[config.mk]
export PLATFORM = sky130hd
export DESIGN_NAME = sdmem_arbiter
export DESIGN_NICKNAME = d
export VERILOG_FILES = /design/src/rtl/sdmem_arb_pkg.sv /design/src/rtl/sdmem_req_check.sv /design/src/rtl/sdmem_arbiter.sv
export SDC_FILE = /design/constraint.sdc
export NUM_CORES = 1
export LEC_CHECK = 0
export ABC_AREA = 1
export BUFFER_PORTS_ARGS = -buffer_cell sky130_fd_sc_hd__buf_2
export CORE_AREA = 2 2 158 160
export CTS_BUF_LIST = sky130_fd_sc_hd__clkbuf_4
export DETAILED_ROUTE_END_ITERATION = 7
export DIE_AREA = 0 0 160 162
export SLEW_MARGIN = 25
export SYNTH_ARGS = -nofsm -noshare
export SYNTH_HDL_FRONTEND = slang
export SYNTH_SLANG_ARGS = --single-unit
[constraint.sdc]
create_clock -name clk -period 2.3 [get_ports clk]
set_input_delay 0.115 -clock clk [delete_from_list [all_inputs] [get_ports clk]]
set_output_delay 0.115 -clock clk [all_outputs]
set_load 0.02 [all_outputs]
[src/rtl/sdmem_arb_pkg.sv]
// Shared types and helpers for the scalar/vector data-memory arbiter.
package sdmem_arb_pkg;

  typedef enum logic [1:0] {
    SZ_BYTE = 2'b00,
    SZ_HALF = 2'b01,
    SZ_WORD = 2'b10
  } mem_size_e;

  typedef enum logic {
    IDLE   = 1'b0,
    LOCK_V = 1'b1
  } arb_state_e;

  typedef enum logic [1:0] {
    OWN_NONE = 2'b00,
    OWN_S    = 2'b01,
    OWN_V    = 2'b10
  } owner_e;

  // Byte accesses are always aligned; size 2'b11 is treated as a word.
  function automatic logic is_aligned(input logic [1:0] size, input logic [1:0] addr_lo);
    logic aligned;
    case (size)
      SZ_BYTE: aligned = 1'b1;
      SZ_HALF: aligned = ~addr_lo[0];
      default: aligned = (addr_lo == 2'b00);
    endcase
    return aligned;
  endfunction

endpackage

[src/rtl/sdmem_req_check.sv]
// Combinational alignment and bounds screen for one requester.
module sdmem_req_check
  import sdmem_arb_pkg::*;
#(
  parameter int DATA_WIDTH = 32,
  parameter int MEM_SIZE   = 1024
) (
  input  logic [1:0]            size_i,
  input  logic [DATA_WIDTH-1:0] addr_i,
  output logic                  ok_o
);

  // The bound is conservative: every access must leave room for a full word.
  localparam logic [DATA_WIDTH-1:0] ADDR_LIMIT = DATA_WIDTH'(MEM_SIZE - 3);

  assign ok_o = is_aligned(size_i, addr_i[1:0]) && (addr_i < ADDR_LIMIT);

endmodule

[src/rtl/sdmem_arbiter.sv]
// Scalar/vector arbiter in front of sdatamem: round-robin with vector burst
// locking, a starvation breaker and a registered one-cycle response.
// Optional grant/stall performance counters are built when ARB_PERF_CNT_EN is defined.
module sdmem_arbiter
  import sdmem_arb_pkg::*;
#(
  parameter int DATA_WIDTH = 32,
  parameter int MEM_SIZE   = 1024,
  parameter int MAX_BURST  = 8
) (
  input  logic                  clk,
  input  logic                  rst_n,
  input  logic                  s_req_i,
  input  logic                  s_we_i,
  input  logic [1:0]            s_size_i,
  input  logic [DATA_WIDTH-1:0] s_addr_i,
  input  logic [DATA_WIDTH-1:0] s_wdata_i,
  output logic                  s_gnt_o,
  output logic                  s_rvalid_o,
  output logic [DATA_WIDTH-1:0] s_rdata_o,
  output logic                  s_err_o,
  input  logic                  v_req_i,
  input  logic                  v_we_i,
  input  logic [1:0]            v_size_i,
  input  logic [DATA_WIDTH-1:0] v_addr_i,
  input  logic [DATA_WIDTH-1:0] v_wdata_i,
  input  logic                  v_last_i,
  output logic                  v_gnt_o,
  output logic                  v_rvalid_o,
  output logic [DATA_WIDTH-1:0] v_rdata_o,
  output logic                  v_err_o,
  output logic                  mem_read_o,
  output logic                  mem_write_o,
  output logic [1:0]            mem_size_o,
  output logic [DATA_WIDTH-1:0] mem_addr_o,
  output logic [DATA_WIDTH-1:0] mem_wdata_o,
  input  logic [DATA_WIDTH-1:0] mem_rdata_i,
  output logic [31:0]           perf_s_gnt_o,
  output logic [31:0]           perf_v_gnt_o,
  output logic [31:0]           perf_s_stall_o
);

  localparam logic [7:0] MAX_BEATS = 8'(MAX_BURST);

  arb_state_e            state_q, state_d;
  logic [7:0]            beat_cnt_q, beat_cnt_d;
  logic                  last_v_q, last_v_d;
  owner_e                owner;
  logic                  s_ok, v_ok;
  logic                  s_rvalid_q, s_rvalid_d, v_rvalid_q, v_rvalid_d;
  logic                  s_err_q, s_err_d, v_err_q, v_err_d;
  logic [DATA_WIDTH-1:0] s_rdata_q, s_rdata_d, v_rdata_q, v_rdata_d;

  sdmem_req_check #(.DATA_WIDTH(DATA_WIDTH), .MEM_SIZE(MEM_SIZE)) u_s_check (
    .size_i(s_size_i), .addr_i(s_addr_i), .ok_o(s_ok)
  );

  sdmem_req_check #(.DATA_WIDTH(DATA_WIDTH), .MEM_SIZE(MEM_SIZE)) u_v_check (
    .size_i(v_size_i), .addr_i(v_addr_i), .ok_o(v_ok)
  );

  // Pick this cycle's owner and advance the lock state and burst beat count.
  always_comb begin
    owner      = OWN_NONE;
    state_d    = state_q;
    beat_cnt_d = beat_cnt_q;
    last_v_d   = last_v_q;
    case (state_q)
      IDLE: begin
        if (s_req_i && v_req_i) owner = last_v_q ? OWN_S : OWN_V;
        else if (s_req_i)       owner = OWN_S;
        else if (v_req_i)       owner = OWN_V;
        if (owner == OWN_V && !v_last_i) begin
          state_d    = LOCK_V;
          beat_cnt_d = 8'd1;
        end
      end
      LOCK_V: begin
        if (s_req_i && beat_cnt_q == MAX_BEATS) begin
          owner      = OWN_S;
          beat_cnt_d = 8'd0;
        end else if (v_req_i) begin
          owner = OWN_V;
          if (v_last_i) begin
            state_d    = IDLE;
            beat_cnt_d = 8'd0;
          end else if (beat_cnt_q < MAX_BEATS) begin
            beat_cnt_d = beat_cnt_q + 8'd1;
          end
        end else if (s_req_i) begin
          owner = OWN_S;
        end
      end
      default: state_d = IDLE;
    endcase
    if (owner == OWN_S)      last_v_d = 1'b0;
    else if (owner == OWN_V) last_v_d = 1'b1;
  end

  assign s_gnt_o = (owner == OWN_S);
  assign v_gnt_o = (owner == OWN_V);

  // Route the granted requester to sdatamem; screened-out requests get no strobe.
  always_comb begin
    mem_read_o  = 1'b0;
    mem_write_o = 1'b0;
    mem_size_o  = 2'b00;
    mem_addr_o  = '0;
    mem_wdata_o = '0;
    case (owner)
      OWN_S: begin
        mem_read_o  = ~s_we_i & s_ok;
        mem_write_o = s_we_i & s_ok;
        mem_size_o  = s_size_i;
        mem_addr_o  = s_addr_i;
        mem_wdata_o = s_wdata_i;
      end
      OWN_V: begin
        mem_read_o  = ~v_we_i & v_ok;
        mem_write_o = v_we_i & v_ok;
        mem_size_o  = v_size_i;
        mem_addr_o  = v_addr_i;
        mem_wdata_o = v_wdata_i;
      end
      default: ;
    endcase
  end

  // Next response values; rdata and err only move when that side is granted.
  always_comb begin
    s_rvalid_d = s_gnt_o;
    v_rvalid_d = v_gnt_o;
    s_err_d    = s_gnt_o ? ~s_ok : s_err_q;
    v_err_d    = v_gnt_o ? ~v_ok : v_err_q;
    s_rdata_d  = s_rdata_q;
    v_rdata_d  = v_rdata_q;
    if (s_gnt_o) s_rdata_d = (s_ok && !s_we_i) ? mem_rdata_i : '0;
    if (v_gnt_o) v_rdata_d = (v_ok && !v_we_i) ? mem_rdata_i : '0;
  end

  // Arbitration state and response registers; reset drops any pending pulse.
  always_ff @(posedge clk or negedge rst_n) begin
    if (!rst_n) begin
      state_q    <= IDLE;
      beat_cnt_q <= 8'd0;
      last_v_q   <= 1'b1;
      s_rvalid_q <= 1'b0;
      v_rvalid_q <= 1'b0;
      s_err_q    <= 1'b0;
      v_err_q    <= 1'b0;
      s_rdata_q  <= '0;
      v_rdata_q  <= '0;
    end else begin
      state_q    <= state_d;
      beat_cnt_q <= beat_cnt_d;
      last_v_q   <= last_v_d;
      s_rvalid_q <= s_rvalid_d;
      v_rvalid_q <= v_rvalid_d;
      s_err_q    <= s_err_d;
      v_err_q    <= v_err_d;
      s_rdata_q  <= s_rdata_d;
      v_rdata_q  <= v_rdata_d;
    end
  end

  assign s_rvalid_o = s_rvalid_q;
  assign v_rvalid_o = v_rvalid_q;
  assign s_err_o    = s_err_q;
  assign v_err_o    = v_err_q;
  assign s_rdata_o  = s_rdata_q;
  assign v_rdata_o  = v_rdata_q;

`ifdef ARB_PERF_CNT_EN
  logic [31:0] perf_s_gnt_q, perf_s_gnt_d;
  logic [31:0] perf_v_gnt_q, perf_v_gnt_d;
  logic [31:0] perf_s_stall_q, perf_s_stall_d;

  // Saturating grant and scalar-stall counters.
  always_comb begin
    perf_s_gnt_d   = perf_s_gnt_q;
    perf_v_gnt_d   = perf_v_gnt_q;
    perf_s_stall_d = perf_s_stall_q;
    if (s_gnt_o && perf_s_gnt_q != 32'hFFFF_FFFF) perf_s_gnt_d = perf_s_gnt_q + 32'd1;
    if (v_gnt_o && perf_v_gnt_q != 32'hFFFF_FFFF) perf_v_gnt_d = perf_v_gnt_q + 32'd1;
    if (s_req_i && !s_gnt_o && perf_s_stall_q != 32'hFFFF_FFFF)
      perf_s_stall_d = perf_s_stall_q + 32'd1;
  end

  // Counter registers.
  always_ff @(posedge clk or negedge rst_n) begin
    if (!rst_n) begin
      perf_s_gnt_q   <= 32'd0;
      perf_v_gnt_q   <= 32'd0;
      perf_s_stall_q <= 32'd0;
    end else begin
      perf_s_gnt_q   <= perf_s_gnt_d;
      perf_v_gnt_q   <= perf_v_gnt_d;
      perf_s_stall_q <= perf_s_stall_d;
    end
  end

  assign perf_s_gnt_o   = perf_s_gnt_q;
  assign perf_v_gnt_o   = perf_v_gnt_q;
  assign perf_s_stall_o = perf_s_stall_q;
`else
  assign perf_s_gnt_o   = 32'd0;
  assign perf_v_gnt_o   = 32'd0;
  assign perf_s_stall_o = 32'd0;
`endif

endmodule
* After elaboration in Yosys (flattened, before gate mapping)
Cells that the tools add are included.
Storage, ports and cells: memories 0, bits in latches 0, word-level logic and storage cells 80, bits in writable memories 0, bits in registers 78, memory bits (read-only) 0
Operators by class: reduce and logical (&&, ||, !) cells 16, shifts and indexed selects 0, bitwise operators 11, equality and inequality tests 9, divide/modulo/power cells 0, multiplexer cells 31, add/sub/neg operators 1, multiply operators 0, $lt $le $gt $ge 3
Operator list (count):
- 32-bit case mux with 2 select lines | 2
- 32-bit by 10-bit < comparator with 1-bit output (second input constant) | 2
- 32-bit 2-to-1 mux | 2
- 8-bit 2-to-1 mux | 5
- 8-bit case mux with 2 select lines | 1
- 2-bit 2-to-1 mux | 7
- 1-bit case mux with 2 select lines | 5
- 8-bit by 1-bit adder with 8-bit output (second input constant) | 1
- 8-bit by 4-bit == test with 1-bit output (second input constant) | 1
- 2-bit logical NOT | 4
- 8-bit by 4-bit < comparator with 1-bit output (second input constant) | 1
- 2-bit case mux with 2 select lines | 2
- 1-bit logical AND | 7
- 1-bit 2-to-1 mux | 7
- 1-bit NOT | 7
- 2-bit by 1-bit == test with 1-bit output (second input constant) | 3
- 1-bit AND | 4
- 2-bit == test (second input constant) | 2
- 4-bit by 2-bit inequality test with 1-bit output (second input constant) | 1
- 1-bit logical NOT | 3
- 3-bit by 2-bit inequality test with 1-bit output (second input constant) | 1
- 3-bit AND reduction | 1
- 2-bit inequality test (second input constant) | 1
- 2-bit nonzero test | 1

* Longest topological paths before layout
Gate-level depths: netlist of run 1.
word-level depth 8, depth in mapped cells 18

* Cells and area by module
Synthesis of run 1 repeated with hierarchy kept, for this count alone.
Second synthesis, totals: cell total of the unflattened synthesis 722, area, all modules 5306.3 um2
Modules (own cells, without submodules):
- sdmem_arbiter | area each 5043.6 um2, times used 1, cells an instance 658
- sdmem_req_check | area each 131.4 um2, times used 2, cells an instance 32

* Least setup slack after synthesis of run 1
Ideal clock, no wire load.
kind register to output, start point register beat_cnt_q[0], end point output mem_addr_o[4], data required time 2185 ps, path slack -346 ps, stages on the path, launching flop included 16, arrival time 2531 ps, buffers on the path 2, cell sequence dfrtp_1 > inv_1 > ha_1 > nand2_1 > nor3_1 > nand3_1 > o21ai_0 > nor2_1 > inv_1 > ha_1 > inv_1 > nor2_1 > buf_2 > buf_2 > nand2_1 > o21ai_0
Between the ends: cells in the longest elaborated chain, start to end 6
RTL lines:
- start: declaration | line sdmem_arbiter.sv:46 | logic [7:0] beat_cnt_q, beat_cnt_d;
- start signal: assignment | line sdmem_arbiter.sv:155 | beat_cnt_q <= beat_cnt_d;
- 8-bit by 4-bit == test with 1-bit output | line sdmem_arbiter.sv:79 | if (s_req_i && beat_cnt_q == MAX_BEATS) begin
- 1-bit logical AND | line sdmem_arbiter.sv:79
- 2-bit 2-to-1 mux | line sdmem_arbiter.sv:79
- 2-bit case mux with 2 select lines | line sdmem_arbiter.sv:68 | case (state_q)
- 2-bit by 1-bit == test with 1-bit output
- via s_gnt_o | line sdmem_arbiter.sv:18 | output logic s_gnt_o,
- 32-bit case mux with 2 select lines | line sdmem_arbiter.sv:110 | case (owner)
- end: declaration | line sdmem_arbiter.sv:35 | output logic [DATA_WIDTH-1:0] mem_addr_o,
The timed path passes the listed nets, and every way through them passes these cells.

* Worst setup path after layout of run 1
start point register beat_cnt_q[1], end point output mem_addr_o[23]
Between the ends: cells in the longest elaborated chain, start to end 6
RTL lines (line):
- 8-bit by 4-bit == test with 1-bit output (*) | sdmem_arbiter.sv:79
- 1-bit logical AND (*) | sdmem_arbiter.sv:79
- 2-bit 2-to-1 mux (*) | sdmem_arbiter.sv:79
- 2-bit case mux with 2 select lines (*) | sdmem_arbiter.sv:68
- 2-bit == test / 2-bit by 1-bit == test with 1-bit output (equally long branches) | sdmem_arbiter.sv:110
- 32-bit case mux with 2 select lines (*) | sdmem_arbiter.sv:110
Mark *: on every way between the ends. The rest lies on a longest branch, timed or not.

==> impl_metrics.env, run 1 <==
export IMPL_outcome="finished with violations"
export IMPL_violations="negative setup slack"
export IMPL_fmax_ghz=0.341
export IMPL_grt_pass1_vias=5377
export IMPL_setup_viol=132
export IMPL_root_buffer="clkbuf_4"
export IMPL_final_cell_mix="buf_2 (241), nand2_1 (110), conb_1 (96)"
export IMPL_min_from="v_req_i"
export IMPL_maxSlewViolCount=0
export IMPL_syn_area_per_cell_um2=8.03
export IMPL_critPathLaunch="beat_cnt_q[1]$_DFFE_PN0P_"
export IMPL_cellLeakagePower_nw=4.65
export IMPL_rsz0062_at_grt="yes"
export IMPL_pin_count=405
export IMPL_coreArea_um2=24100
export IMPL_nets=1165
export IMPL_initial_utilization_pct=20.4
export IMPL_place_congestion=0.868
export IMPL_final_common_cell="buf_2"
export IMPL_grt_pass1_wl_mm=30.7
export IMPL_final_core_util_pct=34.9
export IMPL_period_needed_ps=2930
export IMPL_synth_cell_types=30
export IMPL_die_w_um=160
export IMPL_final_layout_size_suffix_gt1_share_pct=49.2
export IMPL_cts_clk_slew_worst_paths_ps=120
export IMPL_synth_seq_cells=78
export IMPL_worstPathCellList="inv_2 > ha_4 > nand2_2 > nor3_2 > nand3_2 > o21ai_2 > nor2_2 > buf_4 > ha_4 > buf_4 > buf_12 > buf_16 > a32o_1 > buf_4"
export IMPL_start_kind="flop"
export IMPL_clock_path_buffers=2
export IMPL_syn_area_um2=4920
export IMPL_hold_path_class="input pin to flop"
export IMPL_yosysTopAreaCell="dfrtp_1"
export IMPL_yosysTopAreaCellShare_pct=39.2
export IMPL_antenna_found_initial=3
export IMPL_critPathMaxStageDelay_ps=410
export IMPL_hpwl_mm=14.8
export IMPL_timing_final_crit_share_pct=127
export IMPL_maxCapViolCount=0
export IMPL_die_h_um=162
export IMPL_syn_to_final_growth_pct=71.1
export IMPL_cts_tree="built"
export IMPL_track_usage_pct=15.2
export IMPL_path_class="flop to output pin"
export IMPL_r2r_start="beat_cnt_q[1]$_DFFE_PN0P_"
export IMPL_drt_iter0_drc=209
export IMPL_cp_common_cell="buf_4"
export IMPL_syn_inst=613
export IMPL_wl_per_cell_um=15.8
export IMPL_finalClockSkew_ps=20.6
export IMPL_peakVddDrop_mv=0.271
export IMPL_rows=57
export IMPL_cp_arrival_ps=2810
export IMPL_p_per_area_nw_per_um2=564
export IMPL_synthTopCellsByArea="dfrtp_1 (39%), buf_4 (15%), a32o_1 (11%)"
export IMPL_final_setup_worst_slack_ps=-630
export IMPL_cts_buffers_inserted=9
export IMPL_crit_slowest_cell="dfrtp_1"
export IMPL_worst_setup_path_end_kind="output pin"
export IMPL_port_buffers=308
export IMPL_crit_required_ps=2180
export IMPL_dieArea_um2=25900
export IMPL_route_detailed_drc=0
export IMPL_seq_area_frac_synth_pct=39.7
export IMPL_grt_max_degree=79
export IMPL_yosysWarnings=0
export IMPL_firstDrtPassIters=6
export IMPL_grt_overflow=0
export IMPL_crit_fanout=16
export IMPL_finalWirelength_mm=20.8
export IMPL_ant_nets=0
export IMPL_num_vias=5465
export IMPL_htreeDepth=3
export IMPL_vias_per_cell=4.14
export IMPL_finalHoldViolations=0
export IMPL_finalSetupTns_ps=-47930
export IMPL_cts_sinks=78
export IMPL_clock_latency_ps=430
[logic make-up (layout without fill, tap and decap cells)]
family / Yosys count / count (layout) / share of synthesized area [%]
other: 1 / 98 / 0.0762
flip-flops: 78 / 78 / 39.7
XOR/XNOR: 2 / 2 / 0.356
AO/OA/AOI/OAI: 140 / 140 / 20.0
adder cells (fa/ha/maj): 4 / 4 / 1.02
buffers and inverters: 198 / 484 / 23.1
AND/OR/NAND/NOR: 190 / 190 / 15.7
[registers in the layout (all words and copies together), names as in the netlist]
| name | count |
|---|---|
| s_rdata_o | 32 |
| state_q | 1 |
| last_v_q | 1 |
| s_err_o | 1 |
| beat_cnt_q | 8 |
| v_rdata_o | 32 |
| v_err_o | 1 |
| v_rvalid_o | 1 |
| s_rvalid_o | 1 |
[critical path, delay by kind of cell, from the launching register on]
family | cells | cell delay [ps]
AO/OA/AOI/OAI | 2 | 380
flip-flops | 1 | 410
AND/OR/NAND/NOR | 4 | 490
adder cells (fa/ha/maj) | 2 | 290
buffers and inverters | 6 | 820
[path summary, 6_finish.rpt]
path,to,slack [ps],depth (start not counted)
min in group asynchronous,s_rdata_o[26]$_DFFE_PN0N_,240,3
min reg2reg,v_rdata_o[22]$_DFFE_PN0N_,490,2
max,mem_addr_o[23],-630,14
max in group asynchronous,s_rdata_o[5]$_DFFE_PN0N_,1720,3
max reg2reg,v_rdata_o[28]$_DFFE_PN0N_,-260,19
min,state_q$_DFF_PN0_,80,3
[synthesized netlist by cell type]
| cell | n |
|---|---|
| xor2_1 | 2 |
| nand2_1 | 114 |
| nor2_2 | 1 |
| o22ai_1 | 6 |
| nor2_4 | 2 |
| nor3b_1 | 1 |
| clkbuf_1 | 20 |
| conb_1 | 1 |
| nand3_2 | 1 |
| o21ai_0 | 43 |
| o21bai_1 | 1 |
| a21oi_2 | 1 |
| o21ai_1 | 29 |
| inv_2 | 2 |
| a21oi_1 | 6 |
| buf_6 | 3 |
| nor2_1 | 47 |
| buf_2 | 6 |
| nor3_1 | 5 |
| nand3b_1 | 1 |
| inv_1 | 69 |
| a32o_1 | 53 |
| ha_1 | 4 |
| dfrtp_1 | 77 |
| dfstp_2 | 1 |
| buf_4 | 97 |
| nand4_1 | 1 |
| clkbuf_2 | 1 |
| nand3_1 | 17 |
| a21boi_0 | 1 |
[routing by layer]
layer | global-route usage (%) | vias to the layer above | routed length [um] | share of wire, %
li1 | - | 2610 | - | -
met3 | 3.88 | 13 | 1520 | 7.3
met1 | 20.4 | 2601 | 9020 | 43
met4 | 2.83 | 2 | 204 | 0.98
met5 | 0 | - | 13 | 0.062
met2 | 25.1 | 239 | 10100 | 48
[final cells by class]
type / count / area, um2
repair inverters: 1 / 8.76
repair buffers: 397 / 3050
clock inverters: 6 / 53.8
fillers: 2556 / 15700
inverters: 71 / 289
well taps: 324 / 405
clock buffers: 9 / 67.6
multi-input cells: 432 / 2590
diodes: 2 / 5.00
flip-flops and latches: 78 / 1950
[metrics by stage]
step,setup WS [ps],hold WS (ps),cell area [um2],power [mW],std cells
global placement,-338,166,6880,3.32,1247
finish,-630,83.1,8420,4.75,1320
global route,-791,51.1,8410,5.00,1319
detailed placement,-364,165,6880,3.33,1247
CTS,-677,6.89,8190,4.76,1314
floorplan,-142,-181,5450,2.70,708
[power breakdown]
group	internal, mW	leakage, nW	switching (mW)
Clock	0.313	0.0643	0.461
Combinational	1.16	3.52	1.39
Sequential	1.40	1.07	0.0184
Total	2.88	4.65	1.87
[what timing repair did]
item	4_1_cts	5_1_grt
gates resized for setup	175	55
cloned	8	2
hold buffers	34	0
pin swaps	14	23
endpoints found under the setup margin	135	136
endpoints found under the hold margin	143	0
buffers inserted	11	4
(Power assumes the default switching activity.)
==> run 2: changes to the inputs <==
ABC_AREA = 0   (was 1)
CORE_AREA = 2 2 159 161   (was 2 2 158 160)
DIE_AREA = 0 0 161 163   (was 0 0 160 162)
==> impl_metrics.env, run 2 <==
export IMPL_outcome="finished with violations"
export IMPL_violations="negative setup slack"
export IMPL_fmax_ghz=0.342
export IMPL_num_vias=5158
export IMPL_synth_edf_count=0
export IMPL_synth_cell_types=42
export IMPL_place_congestion=0.811
export IMPL_cts_tree="built"
export IMPL_dp_slack_ps=-394
export IMPL_setup_viol=135
export IMPL_reg2reg_slack_ps=-300
export IMPL_antenna_found_initial=0
export IMPL_maxSlewViolCount=0
export IMPL_rows=58
export IMPL_worst_setup_path_end_kind="output pin"
export IMPL_coreArea_um2=24700
export IMPL_initial_utilization_pct=20.1
export IMPL_die_h_um=163
export IMPL_maxCapViolCount=0
export IMPL_firstDrtPassIters=6
export IMPL_final_core_util_pct=36.5
export IMPL_finalWirelength_mm=21.3
export IMPL_root_buffer="clkbuf_4"
export IMPL_critPathMaxStageDelay_ps=410
export IMPL_rsz0062_at_grt="yes"
export IMPL_die_w_um=161
export IMPL_async_reset_ff_share_pct=100
export IMPL_synthFlopType="dfrtp_1"
export IMPL_syn_to_final_growth_pct=81.3
export IMPL_finalClockSkew_ps=22.9
export IMPL_cp_top_family="simple AND/OR/NAND/NOR gates"
export IMPL_crit_slowest_cell="dfrtp_1"
export IMPL_cp_arrival_ps=2810
export IMPL_num_antenna_cells=0
export IMPL_crit_fanout=3
export IMPL_r2r_start="beat_cnt_q[1]$_DFFE_PN0P_"
export IMPL_min_delay_worst_endpoint="beat_cnt_q[2]$_DFFE_PN0P_"
export IMPL_seq_area_frac_synth_pct=39.3
export IMPL_syn_area_per_cell_um2=9.54
export IMPL_reg2reg_to="s_rdata_o[14]$_DFFE_PN0N_"
export IMPL_syn_inst=521
export IMPL_grt_max_degree=79
export IMPL_route_detailed_drc=0
export IMPL_yosysTopAreaCell="dfrtp_1"
export IMPL_htreeDepth=3
export IMPL_cts_buffers_inserted=9
export IMPL_final_common_cell="buf_2"
export IMPL_grt_overflow=0
export IMPL_yosysWarnings=0
export IMPL_hold_path_class="input pin to flop"
export IMPL_grt_pass1_wl_mm=28.6
export IMPL_track_usage_pct=14.2
export IMPL_drt_iter0_drc=241
export IMPL_worstPathCellList="inv_1 > ha_2 > and3b_1 > and3_4 > a22o_4 > ha_4 > nor4b_4 > buf_4 > and4_4 > o2111ai_4 > a21oi_4 > buf_6"
export IMPL_relSlewSlack_pct=63.9
export IMPL_finalHoldViolations=0
export IMPL_p_per_area_nw_per_um2=506
export IMPL_final_setup_worst_slack_ps=-623
export IMPL_final_cell_mix="buf_2 (237), inv_1 (101), conb_1 (96)"
export IMPL_grt_pass1_vias=4841
export IMPL_critical_path_buf_inv_count=3
export IMPL_synth_common_cells="inv_1 (104), buf_4 (96), dfrtp_1 (77)"
export IMPL_synthTopCellsByArea="dfrtp_1 (39%), buf_4 (15%), a22o_1 (12%)"
export IMPL_port_buffers=308
export IMPL_tightestPinTransition_ps=537
export IMPL_peakVddDrop_mv=0.277
export IMPL_final_layout_size_suffix_gt1_share_pct=56.5
export IMPL_start_kind="flop"
export IMPL_cts_clk_slew_worst_paths_ps=140
export IMPL_period_needed_ps=2920
export IMPL_hpwl_mm=15.6
export IMPL_vias_per_cell=4.15
export IMPL_crit_required_ps=2180
export IMPL_synth_most_common_cell="inv_1"
export IMPL_yosysTopAreaCellShare_pct=38.8
export IMPL_cellLeakagePower_nw=4.77
export IMPL_synth_seq_cells=78
export IMPL_critPathLaunch="beat_cnt_q[1]$_DFFE_PN0P_"
export IMPL_path_class="flop to output pin"
export IMPL_dieArea_um2=26200
export IMPL_worstHoldPathCells=4
export IMPL_wl_per_cell_um=17.2
export IMPL_syn_area_um2=4970
export IMPL_cts_sinks=78
export IMPL_pin_count=405
export IMPL_timing_final_crit_share_pct=127
export IMPL_nets=1082
export IMPL_ant_nets=0
export IMPL_clock_latency_ps=430
export IMPL_clock_path_buffers=2
export IMPL_ff2ff_path_depth=13
export IMPL_min_from="v_req_i"
run 2: cell count changes in the layout (fill, tap and decap cells not counted), sizes merged, moves of 7 or more:
cell / change
inv: +32
clkbuf: +9
nor4: +9
nor2: -46
o22ai: +58
a22o: +67
o2111ai: +7
nand2: -106
o21ai: -69
a32o: -53
nand3: -16
run 2: where the power goes:
part / switching [mW] / total [mW] / internal, mW
Sequential: 0.0179 / 1.42 / 1.41
Combinational: 1.13 / 2.30 / 1.16
Clock: 0.474 / 0.840 / 0.366
run 2: how the worst max path moves through the flow:
stage,slack [ps],to,cells past startpoint
floorplan,-240,mem_read_o,13
global placement,-350,s_rdata_o[15]$_DFFE_PN0N_,10
detailed placement,-390,s_rdata_o[29]$_DFFE_PN0N_,10
CTS,-690,mem_write_o,11
global route,-830,mem_write_o,13
finish,-620,mem_read_o,12
run 2: metrics by stage:
step | hold slack, ps | power (mW) | instances | cell area (um2) | TNS (ps)
after floorplan | -181 | 2.70 | 616 | 6150 | -15530
after global placement | 183 | 3.20 | 1173 | 7520 | -33440
after detailed placement | 186 | 3.20 | 1173 | 7520 | -36880
after CTS | 66.7 | 4.30 | 1230 | 8390 | -55950
after global routing | 146 | 4.81 | 1242 | 9010 | -70950
final | 152 | 4.56 | 1242 | 9010 | -48020
run 2: worst min-delay path, delay by kind of cell:
kind / cells / cell delay (ps)
buffers and inverters: 1 / 160
AO/OA/AOI/OAI: 1 / 140
AND/OR/NAND/NOR: 2 / 110
run 2: routing by layer:
metal  vias to the layer above  global-route usage, %  part of all wire (%)
li1                       2409                      -                     -
met2                       264                   25.3                    52
met3                        35                   2.32                   5.9
met1                      2450                   17.4                    38
met5                         -                      0                     0
met4                         0                   4.99                   3.4
run 2: cell type report:
class	count	area [um2]
Fill cell	2456	15700
Clock inverter	4	47.5
Tap cell	330	413
Timing Repair Buffer	406	3220
Sequential cell	78	1950
Inverter	104	390
Clock buffer	12	90.1
Multi-Input combinational cell	308	2900
run 2: repair_timing:
item                                    in CTS  in global routing
buffers inserted                             6                  6
endpoints found under the hold margin      143                  0
pin swaps                                   18                  6
endpoints found under the setup margin     135                135
hold buffers                                35                  0
resized for setup                           87                107
gates cloned                                 1                 10
run 2: cell families (layout without fill, tap and decap cells):
family                   after synthesis  after routing  synth area share, %
other                                  1             96               0.0755
AO/OA/AOI/OAI                        157            157                 27.6
AND/OR/NAND/NOR                       49             49                 6.34
multiplexers                           2              2                0.428
adder cells (fa/ha/maj)                4              4                 1.01
buffers and inverters                230            526                 25.3
flip-flops                            78             78                 39.3
